==> config.mk <==
export PLATFORM = sky130hd
export DESIGN_NAME = wr_full_flat
export DESIGN_NICKNAME = d
export VERILOG_FILES = /design/src/rtl/wr_full_if.sv /design/src/rtl/wr_full.sv /design/src/flat_wrapper.sv
export SDC_FILE = /design/constraint.sdc
export NUM_CORES = 1
export LEC_CHECK = 0
export BUFFER_PORTS_ARGS = -buffer_cell sky130_fd_sc_hd__clkbuf_2
export CAP_MARGIN = 25
export CORE_MARGIN = 2
export CORE_UTILIZATION = 44
export DETAILED_ROUTE_END_ITERATION = 16
export PLACE_DENSITY = 0.74
export REMOVE_ABC_BUFFERS = 1
export SYNTH_ARGS = -nofsm -noshare
export SYNTH_HDL_FRONTEND = slang
export SYNTH_SLANG_ARGS = --single-unit
==> constraint.sdc <==
create_clock -name wr_clk -period 2.44 [get_ports wr_clk]
set_input_delay 0.488 -clock wr_clk [delete_from_list [all_inputs] [get_ports wr_clk]]
set_output_delay 0.488 -clock wr_clk [all_outputs]
set_load 0.005 [all_outputs]
==> src/rtl/wr_full_if.sv <==
// Write-side FIFO control bundle: producer handshake, synchronized read pointer,
// and the pointer/status outputs of wr_full.
interface wr_full_if #(
  parameter int ADDR_SIZE = 4
);
  logic                 wr_inc;
  logic [ADDR_SIZE:0]   rd_q2_ptr;
  logic                 wr_ovf_clr;
  logic [ADDR_SIZE:0]   wr_ptr;
  logic [ADDR_SIZE-1:0] wr_addr;
  logic                 wr_wen;
  logic                 wr_full;
  logic                 wr_almost_full;
  logic [ADDR_SIZE:0]   wr_level;
  logic                 wr_overflow;

  modport master (
    output wr_inc, rd_q2_ptr, wr_ovf_clr,
    input  wr_ptr, wr_addr, wr_wen, wr_full, wr_almost_full, wr_level, wr_overflow
  );

  modport slave (
    input  wr_inc, rd_q2_ptr, wr_ovf_clr,
    output wr_ptr, wr_addr, wr_wen, wr_full, wr_almost_full, wr_level, wr_overflow
  );
endinterface

==> src/rtl/wr_full.sv <==
// Async FIFO write-side pointer, full flag, fill level and sticky overflow.
// Optional WR_ALMOST_FULL_EN builds the almost-full comparator and register.
module wr_full #(
  parameter int ADDR_SIZE          = 4,
  parameter int ALMOST_FULL_THRESH = 12
) (
  input logic     wr_clk,
  input logic     wr_rst,
  wr_full_if.slave bus
);

  if (ADDR_SIZE < 2) begin : g_bad_addr
    $error("wr_full: ADDR_SIZE must be >= 2");
  end
  if (ALMOST_FULL_THRESH < 1 || ALMOST_FULL_THRESH > (1 << ADDR_SIZE)) begin : g_bad_thresh
    $error("wr_full: ALMOST_FULL_THRESH out of range");
  end

  logic [ADDR_SIZE:0] wr_bin;
  logic [ADDR_SIZE:0] gray_q;
  logic               full_q;
  logic [ADDR_SIZE:0] level_q;
  logic               ovf_q;

  logic               accept;
  logic [ADDR_SIZE:0] bin_next;
  logic [ADDR_SIZE:0] gray_next;
  logic [ADDR_SIZE:0] rd_q2_bin;
  logic [ADDR_SIZE:0] full_cmp;
  logic [ADDR_SIZE:0] level_next;

  always_comb begin
    accept     = bus.wr_inc & ~full_q;
    bin_next   = wr_bin + {{ADDR_SIZE{1'b0}}, accept};
    gray_next  = (bin_next >> 1) ^ bin_next;
    // Gray-to-binary: each bit is the XOR of all Gray bits at or above it.
    rd_q2_bin  = '0;
    for (int unsigned i = 0; i <= ADDR_SIZE; i++) begin
      rd_q2_bin[i] = ^(bus.rd_q2_ptr >> i);
    end
    full_cmp   = {~bus.rd_q2_ptr[ADDR_SIZE:ADDR_SIZE-1], bus.rd_q2_ptr[ADDR_SIZE-2:0]};
    level_next = bin_next - rd_q2_bin;
  end

  always_ff @(posedge wr_clk) begin
    if (wr_rst) begin
      wr_bin  <= '0;
      gray_q  <= '0;
      full_q  <= 1'b0;
      level_q <= '0;
      ovf_q   <= 1'b0;
    end else begin
      wr_bin  <= bin_next;
      gray_q  <= gray_next;
      full_q  <= (gray_next == full_cmp);
      level_q <= level_next;
      if (bus.wr_inc && full_q) begin
        ovf_q <= 1'b1;
      end else if (bus.wr_ovf_clr) begin
        ovf_q <= 1'b0;
      end
    end
  end

`ifdef WR_ALMOST_FULL_EN
  localparam logic [ADDR_SIZE:0] THRESH = (ADDR_SIZE + 1)'(ALMOST_FULL_THRESH);
  logic af_q;

  always_ff @(posedge wr_clk) begin
    if (wr_rst) begin
      af_q <= 1'b0;
    end else begin
      af_q <= (level_next >= THRESH);
    end
  end

  assign bus.wr_almost_full = af_q;
`else
  assign bus.wr_almost_full = 1'b0;
`endif

  assign bus.wr_ptr      = gray_q;
  assign bus.wr_addr     = wr_bin[ADDR_SIZE-1:0];
  assign bus.wr_wen      = bus.wr_inc & ~full_q;
  assign bus.wr_full     = full_q;
  assign bus.wr_level    = level_q;
  assign bus.wr_overflow = ovf_q;

endmodule

==> src/flat_wrapper.sv <==
// flat-port wrapper written by rule: the top's interface ports become plain ports
module wr_full_flat 
#(
  parameter int ADDR_SIZE          = 4,
  parameter int ALMOST_FULL_THRESH = 12
)
  (wr_clk, wr_rst, bus_wr_inc, bus_rd_q2_ptr, bus_wr_ovf_clr, bus_wr_ptr, bus_wr_addr, bus_wr_wen, bus_wr_full, bus_wr_almost_full, bus_wr_level, bus_wr_overflow);
  wr_full_if #(.ADDR_SIZE(ADDR_SIZE)) bus_i ();
  input logic wr_clk;
  input logic wr_rst;
  input wire logic [$bits(bus_i.wr_inc)-1:0] bus_wr_inc;
  input wire logic [$bits(bus_i.rd_q2_ptr)-1:0] bus_rd_q2_ptr;
  input wire logic [$bits(bus_i.wr_ovf_clr)-1:0] bus_wr_ovf_clr;
  output wire logic [$bits(bus_i.wr_ptr)-1:0] bus_wr_ptr;
  output wire logic [$bits(bus_i.wr_addr)-1:0] bus_wr_addr;
  output wire logic [$bits(bus_i.wr_wen)-1:0] bus_wr_wen;
  output wire logic [$bits(bus_i.wr_full)-1:0] bus_wr_full;
  output wire logic [$bits(bus_i.wr_almost_full)-1:0] bus_wr_almost_full;
  output wire logic [$bits(bus_i.wr_level)-1:0] bus_wr_level;
  output wire logic [$bits(bus_i.wr_overflow)-1:0] bus_wr_overflow;
  assign bus_i.wr_inc = bus_wr_inc;
  assign bus_i.rd_q2_ptr = bus_rd_q2_ptr;
  assign bus_i.wr_ovf_clr = bus_wr_ovf_clr;
  assign bus_wr_ptr = bus_i.wr_ptr;
  assign bus_wr_addr = bus_i.wr_addr;
  assign bus_wr_wen = bus_i.wr_wen;
  assign bus_wr_full = bus_i.wr_full;
  assign bus_wr_almost_full = bus_i.wr_almost_full;
  assign bus_wr_level = bus_i.wr_level;
  assign bus_wr_overflow = bus_i.wr_overflow;
  wr_full #(.ADDR_SIZE(ADDR_SIZE), .ALMOST_FULL_THRESH(ALMOST_FULL_THRESH)) u_core (.wr_clk(wr_clk), .wr_rst(wr_rst), .bus(bus_i));
endmodule
Word-level counts from Yosys, hierarchy flattened
Index checks and enable logic that the tools add are counted.

cells by class
  div/mod/pow operators = 0
  reductions and logical operators = 7
  $mul = 0
  mux-type cells = 2
  shift operators = 0
  bitwise logic cells = 4
  $lt $le $gt $ge = 0
  add/subtract/negate cells = 2
  equal/unequal tests = 1

operators with widths
  kind                  count
  parity 5 bit          5
  adder 5 x 1 -> 5 bit  1
  == test 5 bit         1
  subtractor 5 bit      1
  XOR 4 x 5 -> 5 bit    1
  two-way mux 1 bit     2
  inverter 2 bit        1
  nonzero test 2 bit    1
  bitwise AND 1 bit     1
  logical AND 1 bit     1
  inverter 1 bit        1

storage, ports and cells
  input bits = 9
  output and inout port bits = 18
  register bits after elaboration = 17
  latch bits = 0
  memories kept = 0
  RAM bits = 0
  ROM bits = 0

Depth between registers and ports, before layout
Gate-level depths: netlist of the first run.

  depth in word-level cells = 5
  mapped depth = 11
  depth with buffers taken out = 11

Worst setup path before layout of the first run
OpenSTA, ideal clock, no wires.

  path type = input port to flip-flop
  start point = in bus_wr_inc
  end point = reg u_core.level_q[3] (netlist: u_core.bus.wr_level[3])
  stages = 11
  data arrival time = 2.394 ns
  path slack = -0.082 ns
  required time = 2.312 ns
  path through = nor2b_1 > ha_1 > ha_1 > xnor2_1 > inv_1 > ha_1 > a21oi_1 > nand4b_1 > o211ai_1 > xnor2_1 > nor2_1

on the way
  word-level cells in the longest chain between the ends = 3

ends and longest elaborated chain
  element                 RTL line            RTL
  start, declared         flat_wrapper.sv:11  input wire logic [$bits(bus_i.wr_inc)-1:0] bus_wr_inc;
  bitwise AND 1 bit       wr_full.sv:33       accept = bus.wr_inc & ~full_q;
  adder 5 x 1 -> 5 bit    wr_full.sv:34       bin_next = wr_bin + {{ADDR_SIZE{1'b0}}, accept};
  net u_core.bin_next[2]  wr_full.sv:26       logic [ADDR_SIZE:0] bin_next;
  subtractor 5 bit        wr_full.sv:42       level_next = bin_next - rd_q2_bin;
  end signal, assigned    wr_full.sv:56       level_q <= level_next;
  end, declared           wr_full.sv:22       logic [ADDR_SIZE:0] level_q;

The timed path passes the listed nets, and every way through them passes these cells.
A chain may end at the register's enable or synchronous reset.

Final worst setup path of the first run
  start point = in bus_rd_q2_ptr[3]
  end point = reg u_core.level_q[4] (netlist: u_core.bus.wr_level[4])

on the way
  word-level cells in the longest chain between the ends = 2

ends and longest elaborated chain
  element               RTL line            RTL
  start, declared       flat_wrapper.sv:12  input wire logic [$bits(bus_i.rd_q2_ptr)-1:0] bus_rd_q2_ptr;
  parity 5 bit          wr_full.sv:39       rd_q2_bin[i] = ^(bus.rd_q2_ptr >> i);
  subtractor 5 bit (*)  wr_full.sv:42

Every way passes the cells marked *; elsewhere a longest branch is shown, timed or not.

==> results of run 1 <==
## per-stage QoR
stage	setup WS (ns)	total power, mW
after CTS	0.0748	0.668
final	0.115	0.670
after global routing	-0.00389	0.722
after global placement	-0.0867	0.529
after detailed placement	-0.215	0.539
after floorplan	-0.0689	0.431
## sequential cells by signal (all words and copies together) (netlist names)
register,flops
u_core.bus.wr_level,5
u_core.bus.wr_ptr,5
u_core.wr_bin,4
u_core.bus.wr_full,1
u_core.bus.wr_overflow,1
## metal layers
metal	GRT usage	up-vias	wire [microns]
li1	-	373	-
met1	0.225	343	697
met3	0.0264	6	62
met5	0	-	0
met4	0.108	0	46
met2	0.299	21	875
## worst paths after layout
kind | startpoint | to | slack [ns] | cells after the start
setup / recovery | bus_rd_q2_ptr[3] | u_core.bus.wr_level[4] | 0.11 | 11
hold / removal | bus_wr_inc | u_core.bus.wr_overflow | 0.47 | 3
hold reg to reg | u_core.bus.wr_overflow | u_core.bus.wr_overflow | 0.48 | 2
setup reg to reg | u_core.bus.wr_full | u_core.bus.wr_level[4] | 0.18 | 9
## cells by family after synthesis
kind of cell | count (synthesis) | synth area share
AOI/OAI and AO/OA | 8 | 0.0580
xor gates and xnor gates | 18 | 0.221
adders and majority gates | 6 | 0.0981
buffers and inverters | 7 | 0.0357
DFF | 16 | 0.380
muxes | 1 | 0.0119
other | 1 | 0.00445
and+or+nand+nor | 33 | 0.190
## tightest hold or removal path: stages
cell and delay, ns:
sky130_fd_sc_hd__clkbuf_2 0.09, sky130_fd_sc_hd__nand2_1 0.06, sky130_fd_sc_hd__a21oi_1 0.06
## cell type report
class / instances / share of cell area
clock buffers: 3 / 0.0197
inverters: 4 / 0.0131
multi-input cells: 67 / 0.452
flip-flops and latches: 16 / 0.280
well taps: 25 / 0.0273
repair buffers: 40 / 0.208
## synth_stat cells, types with 2 or more instances
cell type,number,share of area
sky130_fd_sc_hd__a21oi_1,4,0.024
sky130_fd_sc_hd__clkbuf_1,2,0.0089
sky130_fd_sc_hd__dfxtp_1,16,0.38
sky130_fd_sc_hd__ha_1,5,0.074
sky130_fd_sc_hd__inv_1,4,0.018
sky130_fd_sc_hd__nand2_1,4,0.018
sky130_fd_sc_hd__nand2b_1,2,0.015
sky130_fd_sc_hd__nand3_1,3,0.018
sky130_fd_sc_hd__nor2_1,15,0.067
sky130_fd_sc_hd__nor3_1,2,0.012
sky130_fd_sc_hd__xnor2_1,11,0.11
sky130_fd_sc_hd__xor2_1,4,0.042
sky130_fd_sc_hd__xor2_2,2,0.039
## timing repair
item	CTS	global route
hold endpoints to repair	0	0
resized for setup	0	4
setup endpoints to repair	0	2
## power by group
| part | leakage (nW) | switching [mW] | internal, mW |
|---|---|---|---|
| combinational | 0.406 | 0.113 | 0.129 |
| clock | 0.0138 | 0.0722 | 0.0571 |
| sequential | 0.131 | 0.00841 | 0.290 |
| total | 0.551 | 0.194 | 0.476 |
==> impl_metrics.ini, run 1 <==
[placement]
gp_congestion = 0.855
dpl.hpwl_microns = 1400
placed_cells_incl_taps = 152
detailed_place.area_sq_um = 1100
count_of_port_buffers_added_during_placement = 25

[logic_synthesis]
mean_cell_area_of_the_mapped_netlist_sq_um = 9.36
ys.flop_type = sky130_fd_sc_hd__dfxtp_1
synth-edff-count = 0
cell_area_after_synthesis_sq_um = 842
fraction_of_registers_with_async_set_or_reset_after_synthesis = 0
synth_sequential_area_ratio = 0.380
syn-instance-count = 90
synth.yosys.warnings = 0
synth_seq_cells = 16
synth_cell_types = 29

[power]
power.density_cell_area_nw_per_um2 = 585
vdd_drop_max_mv = 0.296
power_leakage_nw = 0.551

[route]
antenna_violating_nets_post_route = 0
post_drt_wl_per_cell_microns = 10.9
via_count = 743
drtIter0Drc = 9
drt-total-wl_microns = 1680
dr_pass1_iterations = 2
vias_per_cell = 4.79
route.detailed.drc = 0

[global_routing]
grt.overflow.total = 0
grt_first_pass_wirelength_microns = 2790
antenna_found_initial = 0
largest_net_degree_at_the_start_of_global_routing = 17
global_route_total_usage_across_every_layer = 0.182
first_global_vias = 684

[critical_path]
critical_path.cell_chain = clkbuf_2 -> xor2_2 -> xnor2_2 -> xor2_1 -> xnor2_1 -> ha_1 -> fa_1 -> nand3b_1 -> o311ai_2 -> or3_1 -> a21oi_1
worst_ep_arrival_time_ns = 2.53
critPathKind = in2reg
cp_num_buf_inv = 1
startpoint_type = input pin
path_max_fanout = 3
worst_setup_path_end_kind = register
crit_path_max_incr_delay_ns = 0.32
crit_required_ns = 2.65
critical-path-slowest-cell = sky130_fd_sc_hd__or3_1
critical-path-top-delay-family = XOR/XNOR gates

[clock_tree]
cts_hold_buf = 0
clk_latency_worst_skew_pair_ns = 0.27
numCtsBuffers = 3
max-clock-path-buffers = 2
clkSlewWorstSetupHoldPaths_ns = 0.08
count_of_clock_tree_sinks = 16
cts.htree.levels = 1
post_cts.repair.setup_buffers = 0
tritoncts = yes
clk_root_buffer_cell = sky130_fd_sc_hd__clkbuf_4

[layout]
fillCellCount = 170
insertedDiodeCount = 0
layout_commonest_cell = sky130_fd_sc_hd__clkbuf_2
multi_input_area_sq_um = 518
finish.net_count = 147
final_cell_area_sq_um = 1140
regArea_sq_um = 320
syn2layout_area_growth_pct = 36.0
final_layout_size_suffix_gt1_frac = 0.385
layout.core_utilization = 0.649
layout.cells.most_common_list = sky130_fd_sc_hd__clkbuf_2 (25), sky130_fd_sc_hd__dfxtp_1 (16), sky130_fd_sc_hd__nor2_1 (15), sky130_fd_sc_hd__buf_4 (15), sky130_fd_sc_hd__xnor2_1 (10)
final_cells = 155

[sta]
finalMaxSlewViolations = 0
finalHoldWorstSlack_ns = 0.468
timing.setup.tns_ns = 0
setup_viol = 0
finalClockSkew_ns = 0.00208
finalCriticalPeriod_ns = 2.33
fin_crit_sh = 0.953
final-hold-violation-count = 0
max_clock_freq_mhz = 430

[die]
chipHeight_microns = 47.7
ports = 27
core.rowCount = 15
die-width_microns = 47.7
dieArea_sq_um = 2280
starting_density = 0.477
floorplan.core_area_sq_um = 1760

[outcome]
status = completed

[run]
cap_violations = 0

[min_path]
hold_path.class = in2reg
(Power assumes the default switching activity.)
==> inputs of run 2 (changes only) <==
--- a/config.mk
+++ b/config.mk
@@ -5,12 +5,13 @@
 export SDC_FILE = /design/constraint.sdc
 export NUM_CORES = 1
 export LEC_CHECK = 0
+export ABC_AREA = 1
 export BUFFER_PORTS_ARGS = -buffer_cell sky130_fd_sc_hd__clkbuf_2
 export CAP_MARGIN = 25
 export CORE_MARGIN = 2
-export CORE_UTILIZATION = 44
+export CORE_UTILIZATION = 45
 export DETAILED_ROUTE_END_ITERATION = 16
-export PLACE_DENSITY = 0.74
+export PLACE_DENSITY = 0.75
 export REMOVE_ABC_BUFFERS = 1
 export SYNTH_ARGS = -nofsm -noshare
 export SYNTH_HDL_FRONTEND = slang
==> run 2 against run 1 <==
  * Worst setup slack better by 0.18 ns
  * Synthesized cell count up 38%
  * Highest routed layer unchanged
  * Clock power up 5%
  * Sequential power down 1%
  * Cell count up 15%
==> impl_metrics.ini, run 2 <==
[outcome]
status = completed

[critical_path]
crit_required_ns = 2.62
critPathKind = in2reg
worst_ep_arrival_time_ns = 2.33
worst-r2r-cell-count = 11
path_max_fanout = 3
worst_setup_path_end_kind = register
startpoint_type = input pin

[global_routing]
largest_net_degree_at_the_start_of_global_routing = 14
first_global_vias = 739
grt_first_pass_wirelength_microns = 2960
global_route_total_usage_across_every_layer = 0.160
antenna_found_initial = 0
grt.overflow.total = 0

[layout]
finish.net_count = 169
final_cell_area_sq_um = 1090
syn2layout_area_growth_pct = 20.4
insertedDiodeCount = 0
layout.cells.most_common_list = sky130_fd_sc_hd__clkbuf_2 (25), sky130_fd_sc_hd__nand2_1 (24), sky130_fd_sc_hd__inv_1 (20)
fillCellCount = 203
final_cells = 179
layout.core_utilization = 0.564
layout_commonest_cell = sky130_fd_sc_hd__clkbuf_2
final_layout_size_suffix_gt1_frac = 0.276

[sta]
finalMaxSlewViolations = 0
timing.setup.tns_ns = 0
setup_viol = 0
fin_crit_sh = 0.879
max_clock_freq_mhz = 466
finalCriticalPeriod_ns = 2.14
finalClockSkew_ns = 0.00398
final-hold-violation-count = 0
rsz0062_at_grt = false
finalHoldWorstSlack_ns = 0.449
fin_ws_ns = 0.296

[die]
chipHeight_microns = 49.0
die-width_microns = 49.0
floorplan.core_area_sq_um = 1940
ports = 27
core.rowCount = 16
dieArea_sq_um = 2400
starting_density = 0.468

[logic_synthesis]
syn-instance-count = 124
ys.flop_type = sky130_fd_sc_hd__dfxtp_1
synth-edff-count = 0
cell_area_after_synthesis_sq_um = 910
fraction_of_registers_with_async_set_or_reset_after_synthesis = 0
post_synth_main_area_contributors = sky130_fd_sc_hd__dfxtp_1 (35%), sky130_fd_sc_hd__nand2_1 (9.9%), sky130_fd_sc_hd__inv_1 (8.3%)
synth_sequential_area_ratio = 0.352
yosys-top-cells-count = sky130_fd_sc_hd__nand2_1 (24), sky130_fd_sc_hd__inv_1 (20), sky130_fd_sc_hd__nor2_1 (18)
yosys.area.top_type = sky130_fd_sc_hd__dfxtp_1
synth_cell_types = 22
synth_seq_cells = 16
synth.yosys.warnings = 0
synthMostInstantiatedCell = sky130_fd_sc_hd__nand2_1
mean_cell_area_of_the_mapped_netlist_sq_um = 7.34
synth_largest_type_area_fraction = 0.352

[route]
drt-total-wl_microns = 1730
antenna_violating_nets_post_route = 0
route.detailed.drc = 0
post_drt_wl_per_cell_microns = 9.66
vias_per_cell = 4.44
dr_pass1_iterations = 4
via_count = 794
drtIter0Drc = 17

[clock_tree]
postCtsResizedCells = 0
numCtsBuffers = 3
post_cts.repair.setup_buffers = 0
count_of_clock_tree_sinks = 16
clkSlewWorstSetupHoldPaths_ns = 0.09
max-clock-path-buffers = 2
clk_root_buffer_cell = sky130_fd_sc_hd__clkbuf_4
clk_latency_worst_skew_pair_ns = 0.28
tritoncts = yes
cts.htree.levels = 1
cts_hold_buf = 0

[power]
power.net_switching_mw = 0.187
p_sw_frac = 0.308
power_leakage_nw = 0.616
power.total_mw = 0.606
power_frac_seq = 0.485
power.density_cell_area_nw_per_um2 = 554
vdd_drop_max_mv = 0.395
clockPowerShare = 0.222
combinationalPowerShare = 0.292
power_report.internal_total_mw = 0.420

[min_path]
cell_count_of_the_worst_hold_path = 4
hold_path.class = in2reg

[run]
cap_violations = 0

[placement]
gp_congestion = 0.817
post_placement_setup_slack_ns = -0.00535
count_of_port_buffers_added_during_placement = 25
placed_cells_incl_taps = 176
detailed_place.area_sq_um = 1070
dpl.hpwl_microns = 1500
-- run 2: cell count changes after synthesis, moves of 6 or more --
cell,delta
sky130_fd_sc_hd__inv_1,+16
sky130_fd_sc_hd__nand2_1,+20
sky130_fd_sc_hd__nand3_1,+6
sky130_fd_sc_hd__xnor2_1,-10
-- run 2: layout make-up --
cell class | count | area, sq um | area share
Multi-Input combinational cell | 84 | 493 | 0.450
Sequential cell | 16 | 320 | 0.293
Timing Repair Buffer | 27 | 140 | 0.128
Inverter | 22 | 85.1 | 0.0777
Tap cell | 27 | 33.8 | 0.0309
Clock buffer | 3 | 22.5 | 0.0206
-- run 2: logic make-up after synthesis --
logic type	share of synthesized area
AO/OA/AOI/OAI	0.0385
XOR/XNOR	0.0757
adder cells (fa/ha/maj)	0.0908
buffers and inverters	0.106
flip-flops	0.352
other	0.00412
AND/OR/NAND/NOR	0.333
-- run 2: worst max-delay path, stage by stage --
cell and delay (ns):
sky130_fd_sc_hd__clkbuf_2 0.10, sky130_fd_sc_hd__inv_1 0.07, sky130_fd_sc_hd__nand2_2 0.10, sky130_fd_sc_hd__nand3_2 0.10, sky130_fd_sc_hd__nand2_4 0.10, sky130_fd_sc_hd__xor2_2 0.17
sky130_fd_sc_hd__xor2_1 0.16, sky130_fd_sc_hd__inv_1 0.06, sky130_fd_sc_hd__ha_1 0.21, sky130_fd_sc_hd__fa_1 0.36, sky130_fd_sc_hd__inv_1 0.09, sky130_fd_sc_hd__nand3_1 0.08
sky130_fd_sc_hd__nand2_1 0.08, sky130_fd_sc_hd__nand3_1 0.06, sky130_fd_sc_hd__nand2_1 0.06, sky130_fd_sc_hd__nor2_1 0.04
-- run 2: per-layer routing --
metal	vias to the layer above	track usage	wire (microns)
li1	436	-	-
met1	341	0.183	792
met2	15	0.295	854
met3	2	0.0276	57
met4	0	0.0571	24
met5	-	0	0
-- run 2: power groups by stage --
| stage | registers (mW) | logic [mW] | clock network, mW |
|---|---|---|---|
| 2_1_floorplan | 0.304 | 0.110 | 0 |
| 3_3_place_gp | 0.300 | 0.175 | 0 |
| 3_5_place_dp | 0.301 | 0.180 | 0 |
| 4_1_cts | 0.295 | 0.180 | 0.139 |
| 5_1_grt | 0.298 | 0.204 | 0.148 |
| 6_report | 0.294 | 0.177 | 0.135 |
-- run 2: path summary, 6_finish.rpt --
check	startpoint	end	slack (ns)
worst max-delay path	bus_rd_q2_ptr[4]	u_core.bus.wr_level[4]	0.30
worst min-delay path	bus_wr_ovf_clr	u_core.bus.wr_overflow	0.45
worst max register to register	u_core.bus.wr_full	u_core.bus.wr_level[3]	0.36
worst min register to register	u_core.bus.wr_overflow	u_core.bus.wr_overflow	0.46
==> inputs of run 3 (changes only) <==
--- a/config.mk
+++ b/config.mk
@@ -10,6 +10,7 @@
 export CAP_MARGIN = 25
 export CORE_MARGIN = 2
 export CORE_UTILIZATION = 45
+export CTS_BUF_LIST = sky130_fd_sc_hd__clkbuf_16
 export DETAILED_ROUTE_END_ITERATION = 16
 export PLACE_DENSITY = 0.75
 export REMOVE_ABC_BUFFERS = 1
==> run 3 against run 2 <==
  * Count of clock-buffer cells in the layout is the same
  * Sequential power about the same
  * Clock power grew 130%
  * Clock skew is 0.0023 ns lower
  * Register-to-register slack is essentially flat
  * Global-route usage up 1.4 points
  * Critical path type unchanged
  * Maximum frequency down 3.6%
  * Wire length is 8.9% higher
  * Critical path depth did not move
  * Total power is 30% higher
  * Non-clock buffer count did not move
==> impl_metrics.ini, run 3 (synthesis results as in run 2) <==
[outcome]
status = completed

[placement]
gp_congestion = 0.817
detailed_place.area_sq_um = 1070
post_placement_setup_slack_ns = -0.00535
dpl.hpwl_microns = 1500
count_of_port_buffers_added_during_placement = 25

[sta]
finalHoldWorstSlack_ns = 0.459
fin_crit_sh = 0.911
timing.setup.tns_ns = 0
setup_viol = 0
finalClockSkew_ns = 0.00169
rsz0062_at_grt = false
finalMaxSlewViolations = 0
fin_ws_ns = 0.216
max_clock_freq_mhz = 450
final-hold-violation-count = 0
finalCriticalPeriod_ns = 2.22

[route]
via_count = 823
route.detailed.drc = 0
vias_per_cell = 4.60
post_drt_wl_per_cell_microns = 10.5
dr_pass1_iterations = 4
drt-total-wl_microns = 1880
antenna_violating_nets_post_route = 0
drtIter0Drc = 14

[global_routing]
grt.overflow.total = 0
first_global_vias = 776
grt_first_pass_wirelength_microns = 3190
largest_net_degree_at_the_start_of_global_routing = 14
global_route_total_usage_across_every_layer = 0.174
antenna_found_initial = 0

[die]
starting_density = 0.468
dieArea_sq_um = 2400
floorplan.core_area_sq_um = 1940
ports = 27
chipHeight_microns = 49.0
die-width_microns = 49.0
core.rowCount = 16

[layout]
final_layout_size_suffix_gt1_frac = 0.276
insertedDiodeCount = 0
finish.net_count = 169
layout.core_utilization = 0.591
layout_commonest_cell = sky130_fd_sc_hd__clkbuf_2
layout.cells.most_common_list = sky130_fd_sc_hd__clkbuf_2 (25), sky130_fd_sc_hd__nand2_1 (24), sky130_fd_sc_hd__inv_1 (20)
final_cell_area_sq_um = 1150
syn2layout_area_growth_pct = 26.1

[clock_tree]
postCtsResizedCells = 0
post_cts.repair.setup_buffers = 0
tritoncts = yes
cts.htree.levels = 1
cts_hold_buf = 0
clk_root_buffer_cell = sky130_fd_sc_hd__clkbuf_16
numCtsBuffers = 3
count_of_clock_tree_sinks = 16
max-clock-path-buffers = 2
clkSlewWorstSetupHoldPaths_ns = 0.05
clk_latency_worst_skew_pair_ns = 0.24

[critical_path]
critPathKind = in2reg
worst_setup_path_end_kind = register
path_max_fanout = 3
critical-path-slowest-cell = sky130_fd_sc_hd__fa_1
timing.critical_path.mode_cell = sky130_fd_sc_hd__inv_1
worst_r2r_startpoint = u_core.bus.wr_full
critical-path-top-delay-family = simple AND/OR/NAND/NOR gates
crit_path_max_incr_delay_ns = 0.38
crit_required_ns = 2.58
cp_num_buf_inv = 4
r2r_end = u_core.bus.wr_level[3]
critical_path.cell_chain = clkbuf_2 -> inv_1 -> nand2_2 -> nand3_2 -> nand2_4 -> xor2_2 -> xor2_1 -> inv_1 -> ha_1 -> fa_1 -> inv_1 -> nand3_1 -> nand2_1 -> nand3_1 -> nand2_1 -> nor2_1
worst_ep_arrival_time_ns = 2.36
timing.reg2reg.setup_slack_ns = 0.36
worst-r2r-cell-count = 11
startpoint_type = input pin

[min_path]
cell_count_of_the_worst_hold_path = 2
hold-path-endpoint = u_core.bus.wr_overflow
hold_path.class = reg2reg
min_from = u_core.bus.wr_overflow

[power]
power.density_cell_area_nw_per_um2 = 688
vdd_drop_max_mv = 0.396
power_leakage_nw = 0.639

[run]
cap_violations = 0
-- run 3: changes by cell type in the layout (fill, tap and decap cells not counted) --
| cell | previous run | this run |
|---|---|---|
| sky130_fd_sc_hd__clkbuf_16 | 0 | 3 |
| sky130_fd_sc_hd__clkbuf_4 | 3 | 0 |
-- run 3: worst reg2reg max path: stages, from the launching register on --
cell and delay (ns):
sky130_fd_sc_hd__dfxtp_1 0.34, sky130_fd_sc_hd__nor2_1 0.07, sky130_fd_sc_hd__ha_1 0.21, sky130_fd_sc_hd__ha_1 0.23, sky130_fd_sc_hd__or2_4 0.27, sky130_fd_sc_hd__nand2_4 0.10, sky130_fd_sc_hd__inv_4 0.06, sky130_fd_sc_hd__ha_1 0.32
sky130_fd_sc_hd__a21oi_1 0.19, sky130_fd_sc_hd__nand3_1 0.10, sky130_fd_sc_hd__nand2_1 0.06, sky130_fd_sc_hd__nor2_1 0.04
-- run 3: how the worst max path moves through the flow --
stage	startpoint	to	slack (ns)	depth (start not counted)
after floorplan	bus_rd_q2_ptr[4]	u_core.bus.wr_level[4]	0.21	15
after global placement	bus_rd_q2_ptr[4]	u_core.bus.wr_level[4]	0.07	16
after detailed placement	bus_rd_q2_ptr[4]	u_core.bus.wr_level[4]	-0.005	16
after CTS	bus_rd_q2_ptr[4]	u_core.bus.wr_level[4]	0.21	16
after global routing	bus_rd_q2_ptr[4]	u_core.bus.wr_level[4]	0.03	16
final	bus_rd_q2_ptr[4]	u_core.bus.wr_level[4]	0.22	16
-- run 3: area by class of cell --
| type | instances | area, sq um |
|---|---|---|
| multi-input cells | 84 | 493 |
| well taps | 27 | 33.8 |
| repair buffers | 27 | 140 |
| inverters | 22 | 85.1 |
| flip-flops and latches | 16 | 320 |
| clock buffers | 3 | 75.1 |
| fillers | 197 | 795 |
-- run 3: power breakdown --
part / switching [mW] / internal (mW)
Combinational: 0.107 / 0.0775
Sequential: 0.00823 / 0.288
Clock: 0.0941 / 0.214
Total: 0.209 / 0.580
-- run 3: stage by stage --
step / power (mW) / cells
after floorplan: 0.414 / 122
after global placement: 0.475 / 176
after detailed placement: 0.480 / 176
after CTS: 0.795 / 179
after global routing: 0.831 / 179
final: 0.789 / 179
-- run 3: layer usage --
layer / routed length, microns / up-vias / global-route usage
li1: - / 436 / -
met1: 813 / 364 / 0.189
met2: 969 / 18 / 0.338
met3: 65 / 5 / 0.0184
met4: 34 / 0 / 0.0714
met5: 0 / - / 0
